--- src/rtl/inst_mem_loader.sv ---
// inst_mem_loader: loads a program into instruction memory from a byte stream.
// Bytes arrive over valid/ready and are packed little-endian into 32-bit words.
// Each word is written at consecutive word addresses starting from 0. cpu_hold
// keeps the pipeline frozen while the load runs. A done pulse, with error,
// reports how the load ended.
// Optional feature: define CHECKSUM_EN to expect one trailing byte after the
// last word. That byte must equal the 8-bit sum (mod 256) of all program bytes.
module inst_mem_loader #(
  parameter int MEM_BYTES = 88,
  parameter int CNT_W     = 16
) (
  input  logic             clk,
  input  logic             reset,
  input  logic             start,
  input  logic [CNT_W-1:0] word_count,
  input  logic             byte_valid,
  input  logic [7:0]       byte_data,
  output logic             byte_ready,
  output logic             wr_en,
  output logic [63:0]      wr_address,
  output logic [31:0]      wr_data,
  output logic             cpu_hold,
  output logic             done,
  output logic             error,
  output logic [CNT_W-1:0] words_loaded
);

  localparam logic [2:0] S_IDLE  = 3'd0;
  localparam logic [2:0] S_RECV  = 3'd1;
  localparam logic [2:0] S_WRITE = 3'd2;
  localparam logic [2:0] S_FIN   = 3'd3;
`ifdef CHECKSUM_EN
  localparam logic [2:0] S_CSUM  = 3'd4;
`endif

  // Largest word count that still fits in the instruction memory.
  localparam logic [CNT_W-1:0] MAX_WORDS = CNT_W'(MEM_BYTES / 4);

  logic [2:0]       state_reg, state_next;
  logic [CNT_W-1:0] count_reg, count_next;
  logic [CNT_W-1:0] words_loaded_reg, words_loaded_next;
  logic [CNT_W-1:0] words_inc;
  logic [1:0]       byte_idx_reg, byte_idx_next;
  logic [31:0]      asm_reg, asm_next;
  logic [31:0]      asm_word;
  logic [63:0]      wr_address_reg, wr_address_next;
  logic [31:0]      wr_data_reg, wr_data_next;
  logic             error_reg, error_next;
  logic             accept;
`ifdef CHECKSUM_EN
  logic [7:0]       sum_reg, sum_next;
`endif

  // A byte is taken only in the states that raise byte_ready.
  assign accept    = byte_valid && byte_ready;
  assign words_inc = words_loaded_reg + CNT_W'(1);

  // The incoming byte is merged into its lane. This gives the full word in the
  // same cycle as the fourth byte, so WRITE can follow directly.
  genvar gi;
  generate
    for (gi = 0; gi < 4; gi++) begin : g_lane
      assign asm_word[8*gi +: 8] = (byte_idx_reg == 2'(gi)) ? byte_data : asm_reg[8*gi +: 8];
    end
  endgenerate

  // Next-state and datapath update logic.
  always_comb begin
    state_next        = state_reg;
    count_next        = count_reg;
    words_loaded_next = words_loaded_reg;
    byte_idx_next     = byte_idx_reg;
    asm_next          = asm_reg;
    wr_address_next   = wr_address_reg;
    wr_data_next      = wr_data_reg;
    error_next        = error_reg;
`ifdef CHECKSUM_EN
    sum_next          = sum_reg;
`endif
    case (state_reg)
      S_IDLE: begin
        if (start) begin
          count_next        = word_count;
          words_loaded_next = '0;
          byte_idx_next     = '0;
          error_next        = 1'b0;
`ifdef CHECKSUM_EN
          sum_next          = '0;
`endif
          if (word_count == '0) begin
            state_next = S_FIN;
          end else if (word_count > MAX_WORDS) begin
            // Oversized program: reject it without touching memory or the CPU.
            error_next = 1'b1;
            state_next = S_FIN;
          end else begin
            state_next = S_RECV;
          end
        end
      end
      S_RECV: begin
        if (accept) begin
          asm_next      = asm_word;
          byte_idx_next = byte_idx_reg + 2'd1;
`ifdef CHECKSUM_EN
          sum_next      = sum_reg + byte_data;
`endif
          if (byte_idx_reg == 2'd3) begin
            wr_data_next    = asm_word;
            wr_address_next = 64'(words_loaded_reg) << 2;
            state_next      = S_WRITE;
          end
        end
      end
      S_WRITE: begin
        words_loaded_next = words_inc;
        if (words_inc == count_reg) begin
`ifdef CHECKSUM_EN
          state_next = S_CSUM;
`else
          state_next = S_FIN;
`endif
        end else begin
          state_next = S_RECV;
        end
      end
`ifdef CHECKSUM_EN
      S_CSUM: begin
        // Words already written stay in memory; a bad sum only flags the load.
        if (accept) begin
          error_next = (byte_data != sum_reg);
          state_next = S_FIN;
        end
      end
`endif
      S_FIN: begin
        state_next = S_IDLE;
      end
      default: begin
        state_next = S_IDLE;
      end
    endcase
  end

  // State and datapath registers. Reset clears everything, including any partial word.
  always_ff @(posedge clk or negedge reset) begin
    if (!reset) begin
      state_reg        <= S_IDLE;
      count_reg        <= '0;
      words_loaded_reg <= '0;
      byte_idx_reg     <= '0;
      asm_reg          <= '0;
      wr_address_reg   <= '0;
      wr_data_reg      <= '0;
      error_reg        <= 1'b0;
`ifdef CHECKSUM_EN
      sum_reg          <= '0;
`endif
    end else begin
      state_reg        <= state_next;
      count_reg        <= count_next;
      words_loaded_reg <= words_loaded_next;
      byte_idx_reg     <= byte_idx_next;
      asm_reg          <= asm_next;
      wr_address_reg   <= wr_address_next;
      wr_data_reg      <= wr_data_next;
      error_reg        <= error_next;
`ifdef CHECKSUM_EN
      sum_reg          <= sum_next;
`endif
    end
  end

  // Status outputs decode straight from the state. An async reset therefore
  // drops them at once, without waiting for a clock edge.
  always_comb begin
`ifdef CHECKSUM_EN
    byte_ready = (state_reg == S_RECV) || (state_reg == S_CSUM);
    cpu_hold   = (state_reg == S_RECV) || (state_reg == S_WRITE) || (state_reg == S_CSUM);
`else
    byte_ready = (state_reg == S_RECV);
    cpu_hold   = (state_reg == S_RECV) || (state_reg == S_WRITE);
`endif
    wr_en        = (state_reg == S_WRITE);
    done         = (state_reg == S_FIN);
    error        = (state_reg == S_FIN) && error_reg;
    wr_address   = wr_address_reg;
    wr_data      = wr_data_reg;
    words_loaded = words_loaded_reg;
  end

endmodule

--- config.mk ---
export PLATFORM = sky130hd
export DESIGN_NAME = inst_mem_loader
export DESIGN_NICKNAME = d
export VERILOG_FILES = /design/src/rtl/inst_mem_loader.sv
export SDC_FILE = /design/constraint.sdc
export NUM_CORES = 1
export LEC_CHECK = 0
export ABC_AREA = 0
export CORE_ASPECT_RATIO = 1.4
export CORE_MARGIN = 2
export CORE_UTILIZATION = 49
export DETAILED_ROUTE_END_ITERATION = 6
export GPL_ROUTABILITY_DRIVEN = 0
export HOLD_SLACK_MARGIN = 0.12
export MAX_ROUTING_LAYER = met4
export PLACE_DENSITY = 0.8
export SLEW_MARGIN = 40
export SYNTH_ARGS = -nofsm -noshare
export SYNTH_HDL_FRONTEND = slang
export SYNTH_SLANG_ARGS = --single-unit
--- constraint.sdc ---
create_clock -name clk -period 2.8 [get_ports clk]
set_clock_uncertainty 0.05 [all_clocks]
set_input_delay 0.42 -clock clk [delete_from_list [all_inputs] [get_ports clk]]
set_output_delay 0.42 -clock clk [all_outputs]
set_load 0.005 [all_outputs]
* Yosys cells after proc, flatten, opt, wreduce, memory -nomap -nowiden
Index checks and enable logic that the tools add are counted.
** Word-level totals
- Register bits :: 118
- Latch bits :: 0
- Bits in writable memories :: 0
- ROM bits :: 0
- Bits of input ports :: 28
- Logic and storage cells :: 53
- Memories kept :: 0
** Operators by class
- Add/subtract/negate cells :: 2
- $mul :: 0
- Div/mod/pow operators :: 0
- Magnitude comparators :: 1
- Eq/ne operators :: 10
- Shift-type cells :: 0
- Muxes and demuxes :: 18
- Bitwise operators :: 0
- Reductions and logical operators :: 14
** Operator list (number)
- two-way mux 8 bit :: 4
- case mux 16 bit (2 select lines) :: 1
- adder 16 x 1 -> 16 bit, second input constant :: 1
- == test 16 bit :: 1
- greater-than comparator 16 x 5 -> 1 bit, second input constant :: 1
- logical NOT 16 bit :: 1
- two-way mux 16 bit :: 1
- two-way mux 2 bit :: 5
- two-way mux 3 bit :: 3
- case mux 3 bit (3 select lines) :: 1
- AND reduction 3 bit :: 3
- == test 3 x 2 -> 1 bit, second input constant :: 2
- AND reduction 2 bit :: 3
- == test 2 bit, second input constant :: 2
- != test 2 x 1 -> 1 bit, second input constant :: 2
- case mux 2 bit (2 select lines) :: 1
- nonzero test 2 bit :: 2
- == test 3 x 1 -> 1 bit, second input constant :: 1
- logical NOT 3 bit :: 1
- adder 2 x 1 -> 2 bit, second input constant :: 1
- == test 2 x 1 -> 1 bit, second input constant :: 1
- logical AND 1 bit :: 2
- logical NOT 2 bit :: 1
- two-way mux 1 bit :: 2
- 2 further kinds :: 2

* Depth between registers and ports, before layout
Gate-level depths: netlist of run 1.
- Depth after elaboration :: 5
- Mapped depth :: 8
- Gate-level depth less buffers :: 8

* Worst setup path after synthesis of run 1
OpenSTA, ideal clock, no wires.
- Path type :: flip-flop to flip-flop
- Start point :: register words_loaded_reg[0], in the netlist words_loaded[0]
- End point :: register state_reg[1]
- Setup time :: 0.074 ns
- Arrival :: 1.897 ns
- Required time :: 2.676 ns
- Setup slack :: 0.779 ns
- Cell stages (with the launch flop) :: 9
- Period minus slack after synthesis :: 2.021 ns
- Path through :: dfrtp_1 -> ha_1 -> clkbuf_1 -> nand4_1 -> nor2_1 -> xnor2_1 -> and4_1 -> nand4_1 -> o21ai_2
** Between the ends
- Longest elaborated chain between the ends :: 4
** RTL lines
- start: declaration :: line 41 : logic [CNT_W-1:0] words_loaded_reg, words_loaded_next;
- start signal: assignment :: line 162 : words_loaded_reg <= words_loaded_next;
- adder 16 x 1 -> 16 bit :: line 56 : assign words_inc = words_loaded_reg + CNT_W'(1);
- == test 16 bit :: line 117 : if (words_inc == count_reg) begin
- two-way mux 2 bit :: line 117
- case mux 3 bit (3 select lines) :: line 80 : case (state_reg)
- end signal: assignment :: line 160 : state_reg <= state_next;
- end: declaration :: line 39 : logic [2:0] state_reg, state_next;
No other way between the ends.
A chain may end at the register's enable or synchronous reset.

* Final worst setup path of run 1
- Start point :: register words_loaded_reg[9], in the netlist words_loaded[9]
- End point :: register state_reg[1]
The elaborated chain is that of the path after synthesis.

==> results summary, run 1 <==
The run finished with clean final reports. The post-synthesis to final-layout area growth came out at 21.2%. The beginning of the worst register-to-register path is words_loaded[9]$_DFFE_PN0P_. The met1 usage in global routing came out at 25.4%. Setup repair after global routing left no endpoint under its margin.

Static timing analysis puts the maximum clock frequency at 0.409 GHz. The slew at the pin closest to its max-slew limit came out at 0.774 ns. The number of remaining DRC errors is 0.

The sink count of the clock tree came out at 109. The end point of the critical path is state_reg[1]$_DFFE_PN0P_. Once detailed placement completed, the half-perimeter wirelength came to 9.51 mm. The top cell types in the final layout, fill and taps aside, are 112 x sky130_fd_sc_hd__nand2_1, 109 x sky130_fd_sc_hd__dfrtp_1, 95 x sky130_fd_sc_hd__clkdlybuf4s50_1, 52 x sky130_fd_sc_hd__o21ai_0, 48 x sky130_fd_sc_hd__conb_1. The insertion delay to the later sink of the worst-skew pair came out at 0.35 ns. The total die area came out at 12400 um^2. The cell area that synthesis handed to floorplanning was 5640 um^2. Dividing the final minimum period by the clock period gives 87.3%. The net switching power is 1.95 mW. The wire length per cell came out at 16.6 um. The first-pass GRT wire length is 20.7 mm.

Setup violations remaining at the end of the flow were counted as 0. The final routed wirelength across all metal layers is 13.1 mm. The global routing stage identified its most utilized layer as met2. The H-tree depth is 3. The standard-cell row count is 46. The total I/O pin count came out at 145. The height of the die came out at 131 um.

The worst endpoint required time came out at 3.03 ns. The number of flip-flops and latches in the synthesized netlist came out at 109. The final total negative setup slack came out at 0 ns. The number of DRC markers after the initial detailed-route iteration came out at 215. The tree is rooted in a sky130_fd_sc_hd__clkbuf_16.

The total global routing overflow is 0. Using the TritonRoute via totals, the vias-per-cell ratio works out to 5.26. The worst-path maximum fanout came out at 10.

The reported leakage power came out at 3.07 nW. The power per cell area is 849 nW/um^2. The number of max-cap violations came out at 0. The worst-case vdd ir drop is 374 uV. The via count of the first global-routing pass is 4172. STA classifies the critical path startpoint as a flip-flop. The number of fillers in the final layout is 983. The all-layer global routing usage is 22.4%. The post-synthesis sequential area ratio is 48.3%. In this run, post-CTS repair resized a total of 0 instances. The antenna diode count is 0.

The number of nets in the final layout is 681. The flip-flop count of the largest register, all copies and words added came out at 32. After synthesis, the share of flip-flops with an asynchronous set or reset is 100%. The Yosys warning count is 0. TritonCTS built the clock tree.

The cell internal power dissipation came out at 3.86 mW. Combinational logic burns 36.9% of the power. The number of max-slew violations in the final report was 0. The dominant synthesized flop cell is sky130_fd_sc_hd__dfrtp_1. The count of input and output buffers is 96.

The layout cell share with drive strength beyond 1 is 11.4%. The sequential group share of total power came out at 41.2%. The total via count in the routed design is 4171. The floorplan step defined a core boundary enclosing 11300 um^2.

The x dimension of the die is 94.7 um. The maximum number of pins on one net before global-route repair came out at 66. The global routing usage on met3 came out at 3.38%.

For the finished layout, the period the worst path requires is 2.44 ns. The number of cells traversed by the worst register-to-register path came out at 6. The cell count after synthesis came out at 559. The startpoint of the worst setup timing path is words_loaded[9]$_DFFE_PN0P_. Of the total power, the clock network draws 21.9%. The library cell used most frequently in the layout, excluding fill and tap cells, is sky130_fd_sc_hd__nand2_1.

TritonCTS created 9 clock buffers. The number of distinct library cells after synthesis came out at 51. The clock input transition at the sequential cells of the worst setup and hold paths came out at 0.08 ns.

The worst register-to-register path has a setup slack of 0.36 ns. The worst flop-to-flop path endpoint is state_reg[1]$_DFFE_PN0P_. The effective utilization at floorplan came out at 50.0%. The count of final hold-check violations was 0. The met2 demand-to-capacity share in global routing came out at 38.8%. The remaining antenna violation count after routing is 0. The initial antenna violation count came to 0.

The setup path with the least slack is of type reg -> reg. For this run, the detailed router's first-pass iteration total came to 4. The path class of the tightest hold or removal check is reg -> reg.

The switching share of power came out at 33.5%. STA classifies the critical path endpoint as a flip-flop. The critical path data arrival time came out at 2.67 ns. The deepest clock path buffer count is 2. Counting flops with a built-in enable in the synthesized netlist gives 0.

The max-slew headroom at the worst pin is 47.4%. Across all hold checks on the routed design, the worst slack comes to 0.427 ns. The mean instance size in the synthesized netlist came out at 10.1 um^2.
cell usage after synthesis (5+ instances only):
master	number	area share, %
sky130_fd_sc_hd__inv_1	7	0.47
sky130_fd_sc_hd__o21ai_0	52	4.6
sky130_fd_sc_hd__mux2_2	40	8.0
sky130_fd_sc_hd__a21oi_1	7	0.62
sky130_fd_sc_hd__mux2i_1	27	4.8
sky130_fd_sc_hd__nand3_1	14	1.2
sky130_fd_sc_hd__nand2_1	112	7.5
sky130_fd_sc_hd__dfrtp_1	109	48
sky130_fd_sc_hd__a31oi_1	5	0.55
sky130_fd_sc_hd__clkbuf_1	23	1.5
sky130_fd_sc_hd__xor2_1	6	0.93
sky130_fd_sc_hd__nand4_1	7	0.78
sky130_fd_sc_hd__xnor2_1	14	2.2
sky130_fd_sc_hd__nor2_1	17	1.1
sky130_fd_sc_hd__buf_4	49	6.5
sky130_fd_sc_hd__ha_1	9	2.0
logic make-up (layout without fill, tap and decap cells):
group           after synthesis  in the layout  synth area share (%)
simple gates                182            182                  14.9
xor+xnor                     20             20                  3.10
flops                       109            109                  48.3
compound gates               87             87                  9.11
fa+ha+maj                     9              9                  2.00
other cells                   1             48                0.0665
mux                          67             67                  12.8
buf+inv                      84            127                  9.67
critical path, cell delays in order, from the launching register on:
cell,delay [ns]
sky130_fd_sc_hd__dfrtp_1,0.56
sky130_fd_sc_hd__nand4_1,0.31
sky130_fd_sc_hd__nor4_1,0.60
sky130_fd_sc_hd__xnor2_1,0.19
sky130_fd_sc_hd__o221ai_1,0.13
sky130_fd_sc_hd__a2111o_1,0.41
sky130_fd_sc_hd__o21ai_2,0.12
per-layer routing:
metal / routed length, um / share of wire [%]
met4: 333 / 2.5
met5: 0 / 0
met1: 5120 / 39
met2: 7070 / 54
met3: 610 / 4.6
worst min path at each step:
stage                                   start                          to  slack (ns)  cells after the start
finish              wr_address[9]$_DFFE_PN0P_   wr_address[9]$_DFFE_PN0P_        0.43                      2
global route          wr_data[31]$_DFFE_PN0P_     wr_data[31]$_DFFE_PN0P_        0.45                      2
CTS                   wr_data[31]$_DFFE_PN0P_     wr_data[31]$_DFFE_PN0P_        0.43                      2
detailed placement    wr_data[31]$_DFFE_PN0P_     wr_data[31]$_DFFE_PN0P_        0.41                      2
global placement                        reset  wr_address[13]$_DFFE_PN0P_        0.41                      1
floorplan                               reset      asm_reg[0]$_DFFE_PN0P_        0.07                      0
power by group through the flow:
stage                     Combinational, mW  Clock [mW]  Sequential [mW]
after global placement                 2.05           0             2.38
after floorplan                        1.35           0             2.35
after detailed placement               2.14           0             2.42
after global routing                   2.37        1.36             2.46
after CTS                              2.16        1.30             2.39
final                                  2.14        1.27             2.39
layout make-up:
class | count | area, um^2 | area share (%)
clock buffers | 9 | 225 | 3.29
clock inverters | 7 | 76.3 | 1.12
flip-flops and latches | 109 | 2730 | 39.9
inverters | 7 | 26.3 | 0.384
repair buffers | 104 | 1050 | 15.3
well taps | 144 | 180 | 2.64
multi-input cells | 413 | 2550 | 37.4
stage by stage:
stage	cell area [um^2]	util [%]	total power, mW	worst slack [ns]	instances
finish	6840	60.6	5.81	0.356	793
global route	6840	60.6	6.19	0.216	793
CTS	6840	60.6	5.86	0.363	793
detailed placement	6530	57.8	4.57	0.284	776
global placement	6520	57.8	4.43	0.373	776
floorplan	5820	-	3.69	0.779	606
what timing repair did:
action	CTS	global route
setup endpoints to repair	0	0
hold buffers	1	0
endpoints found under the hold margin	44	0
setup buffers	0	0
No activity file was read; power rests on OpenSTA's default activity.
==> run 2: changes to the inputs <==
--- a/config.mk
+++ b/config.mk
@@ -9,6 +9,7 @@
 export CORE_ASPECT_RATIO = 1.4
 export CORE_MARGIN = 2
 export CORE_UTILIZATION = 49
+export CTS_CLUSTER_DIAMETER = 60
 export DETAILED_ROUTE_END_ITERATION = 6
 export GPL_ROUTABILITY_DRIVEN = 0
 export HOLD_SLACK_MARGIN = 0.12
==> results of run 2 <==
Same layout as run 1: the final DEF is identical, and so are final timing and power.
==> run 3: changes to the inputs <==
--- a/config.mk
+++ b/config.mk
@@ -8,13 +8,13 @@
 export ABC_AREA = 0
 export CORE_ASPECT_RATIO = 1.4
 export CORE_MARGIN = 2
-export CORE_UTILIZATION = 49
+export CORE_UTILIZATION = 43
 export CTS_CLUSTER_DIAMETER = 60
 export DETAILED_ROUTE_END_ITERATION = 6
 export GPL_ROUTABILITY_DRIVEN = 0
 export HOLD_SLACK_MARGIN = 0.12
 export MAX_ROUTING_LAYER = met4
-export PLACE_DENSITY = 0.8
+export PLACE_DENSITY = 0.72
 export SLEW_MARGIN = 40
 export SYNTH_ARGS = -nofsm -noshare
 export SYNTH_HDL_FRONTEND = slang
==> run 3 against run 2 <==
Effect of this change: non-clock buffer count grew 6; global-route usage shrank 2.9 points; fmax grew 0.56%; combinational power is essentially flat; utilization shrank 6.6 points; hold slack lost 0.014 ns; highest routed layer unchanged.
==> results summary, run 3 (synthesis gave the netlist of run 1 again) <==
The share of power burned in combinational logic came out at 36.6% (-0.3 points). The layout cell share with drive strength beyond 1 came out at 12.1% (+0.66 points). The count of input and output buffers is 96 (unchanged). The clock input transition at the sequential cells of the worst setup and hold paths came out at 0.07 ns (about the same).

The initial antenna violation count is 0 (unchanged). The iteration count of the initial detailed-routing pass is 4 (unchanged). The effective utilization at floorplan is 44.0% (-6.0 points). The final routed wirelength across all metal layers came to 13.1 mm (about the same). The number of max-cap violations is 0 (unchanged). The final clock period utilization by the worst path is 86.8% (-0.48 points).

The first-pass GRT wire length was 21.0 mm (+1.3%). The total global routing overflow came to 0 (unchanged). The maximum clock frequency came out at 0.412 GHz (+0.56%). The number of remaining DRC errors is 0 (unchanged). The clock period minus final worst setup slack came to 2.43 ns (-0.0135 ns). The reported leakage power is 3.11 nW (+1.3%). The number of max-slew violations in the final report was 0 (unchanged). The standard-cell row count came to 49 (+6.5%). The final worst-path setup slack is 0.370 ns (+0.0135 ns). The cell internal power dissipation came out at 4.03 mW (+4.5%). The root buffer cell chosen for the clock tree is sky130_fd_sc_hd__clkbuf_16.

The maximum number of pins on one net before global-route repair is 60 (-9.1%). The remaining antenna violation count after routing was 0 (unchanged). The total via count in the routed design came to 4178 (+0.17%). The classification of the worst setup path is reg -> out. The wire length per cell came out at 16.3 um (-1.9%). The number of nets in the final layout is 687 (+0.88%).

The critical path data arrival time is 1.96 ns (-0.71 ns). The number of fillers in the final layout was 1148 (+17%). The critical path startpoint category is a flip-flop. The all-layer global routing usage is 19.5% (-2.9 points).

The pre-CTS worst setup slack came out at 0.318 ns (+0.0340 ns). The slew at the pin closest to its max-slew limit is 0.710 ns (-0.0635 ns). The worst setup path is captured at a primary output. Setup repair after global routing left no endpoint under its margin. The net switching power came out at 1.90 mW (-2.6%). The worst-path maximum fanout is 11 (+1). The worst-case vdd ir drop came to 417 uV (+11%).

The antenna diode count is 0 (unchanged). The placed instance area is 6570 um^2 (+0.69%). The class of the tightest hold or removal check is in -> async. The x dimension of the die came out at 101 um (+6.5%). The sequential group share of total power is 40.2% (-1.0 points).

The flow ran to the end, and the final reports show no timing, DRC or antenna violations. The final setup violation count was 0 (unchanged). The library cell used most frequently in the layout, excluding fill and tap cells, is sky130_fd_sc_hd__nand2_1. The total I/O pin count is 145 (unchanged).

The switching share of power came out at 32.0% (-1.5 points). The flip-flop count of the largest register, all copies and words added is 32 (unchanged). The count of final hold-check violations came out at 0 (unchanged). The worst endpoint required time came out at 2.33 ns (-0.70 ns). The number of CTS-inserted buffers came out at 9 (unchanged). The max-slew headroom at the worst pin is 52.5% (+5.1 points).

The insertion delay to the later sink of the worst-skew pair is 0.35 ns (about the same). The via count of the first global-routing pass came out at 4127 (-1.1%). The number of DRC markers after the initial detailed-route iteration is 196 (-8.8%).

The final total negative setup slack is 0 ns (unchanged). The sink count of the clock tree came out at 109 (unchanged). The core area is 12800 um^2 (+14%). In the layout the commonest cells are 112 x sky130_fd_sc_hd__nand2_1, 109 x sky130_fd_sc_hd__dfrtp_1, 95 x sky130_fd_sc_hd__clkdlybuf4s50_1, 52 x sky130_fd_sc_hd__o21ai_0, 48 x sky130_fd_sc_hd__conb_1. The power per cell area was 856 nW/um^2 (+0.83%). The height of the die is 140 um (+6.5%). The clock share of power came out at 23.3% (+1.4 points). The final-layout worst hold slack came out at 0.413 ns (-0.0137 ns). The clock tree from TritonCTS is yes.

The placed wire-length estimate came out at 9.66 mm (+1.6%). The H-tree depth came out at 3 (unchanged). The sequential cell area came out at 2730 um^2 (unchanged).

The post-synthesis to final-layout area growth is 22.7%. The final non-filler cell area is 6920 um^2 (+1.3%). The deepest clock path buffer count came out at 2 (unchanged). The area occupied by multi-input gates came out at 2550 um^2 (-0.15%). The total die area came out at 14100 um^2 (+13%). The ratio of routed vias to standard cells is 5.17 (-1.7%).
run 3: cell types whose count changed in the layout (fill, tap and decap cells not counted):
cell,delta
sky130_fd_sc_hd__inv_6,-2
sky130_fd_sc_hd__clkinv_4,-1
sky130_fd_sc_hd__buf_4,+5
sky130_fd_sc_hd__clkinv_2,+1
sky130_fd_sc_hd__mux2i_2,-1
sky130_fd_sc_hd__mux2i_1,+1
sky130_fd_sc_hd__clkinv_8,-2
sky130_fd_sc_hd__buf_12,+1
sky130_fd_sc_hd__bufinv_16,+2
sky130_fd_sc_hd__clkinvlp_4,+2
run 3: area by class of cell:
cell class | count | share of cell area, %
clock buffers | 9 | 3.25
inverters | 7 | 0.380
well taps | 153 | 2.77
flip-flops and latches | 109 | 39.4
clock inverters | 7 | 1.41
repair buffers | 110 | 15.9
multi-input cells | 413 | 36.9
run 3: repair_timing:
item	CTS	global route
hold buffers	1	0
buffers inserted	0	0
endpoints found under the hold margin	33	0
resized for setup	0	0
run 3: final timing paths:
| path | start | end | slack (ns) | depth (start not counted) |
|---|---|---|---|---|
| worst max-delay path | state_reg[1]$_DFFE_PN0P_ | byte_ready | 0.37 | 3 |
| worst min-delay path | reset | wr_data[0]$_DFFE_PN0P_ | 0.41 | 2 |
| worst max register to register | state_reg[0]$_DFFE_PN0P_ | state_reg[1]$_DFFE_PN0P_ | 0.48 | 8 |
| worst min register to register | wr_address[9]$_DFFE_PN0P_ | wr_address[9]$_DFFE_PN0P_ | 0.43 | 2 |
| max in group asynchronous | reset | wr_address[3]$_DFFE_PN0P_ | 1.53 | 4 |
| min in group clk | wr_address[9]$_DFFE_PN0P_ | wr_address[9]$_DFFE_PN0P_ | 0.43 | 2 |
run 3: metrics by stage:
stage,cells,utilization [%],power (mW)
2_1_floorplan,606,-,3.69
3_3_place_gp,790,51.3,4.48
3_5_place_dp,790,51.3,4.58
4_1_cts,807,53.9,5.98
5_1_grt,808,54.0,6.31
6_report,808,54.0,5.93
run 3: power by group through the flow:
stage               logic, mW  clock network, mW  registers [mW]
floorplan                1.35                  0            2.35
global placement         2.10                  0            2.38
detailed placement       2.17                  0            2.41
CTS                      2.18               1.41            2.38
global route             2.39               1.47            2.45
finish                   2.17               1.38            2.38
run 3: worst max-delay path: stages, from the launching register on:
cell	delay, ns
sky130_fd_sc_hd__dfrtp_1	0.41
sky130_fd_sc_hd__inv_1	0.14
sky130_fd_sc_hd__ha_1	0.46
sky130_fd_sc_hd__clkdlybuf4s50_1	0.60
run 3: per-layer routing:
layer  GRT usage (%)  up-vias  wire length (um)
met1            22.9     2013              5280
li1                -     2001                 -
met2            33.3      142              7010
met4            6.49        0               240
met3            3.62       22               610
met5               -        -                 0
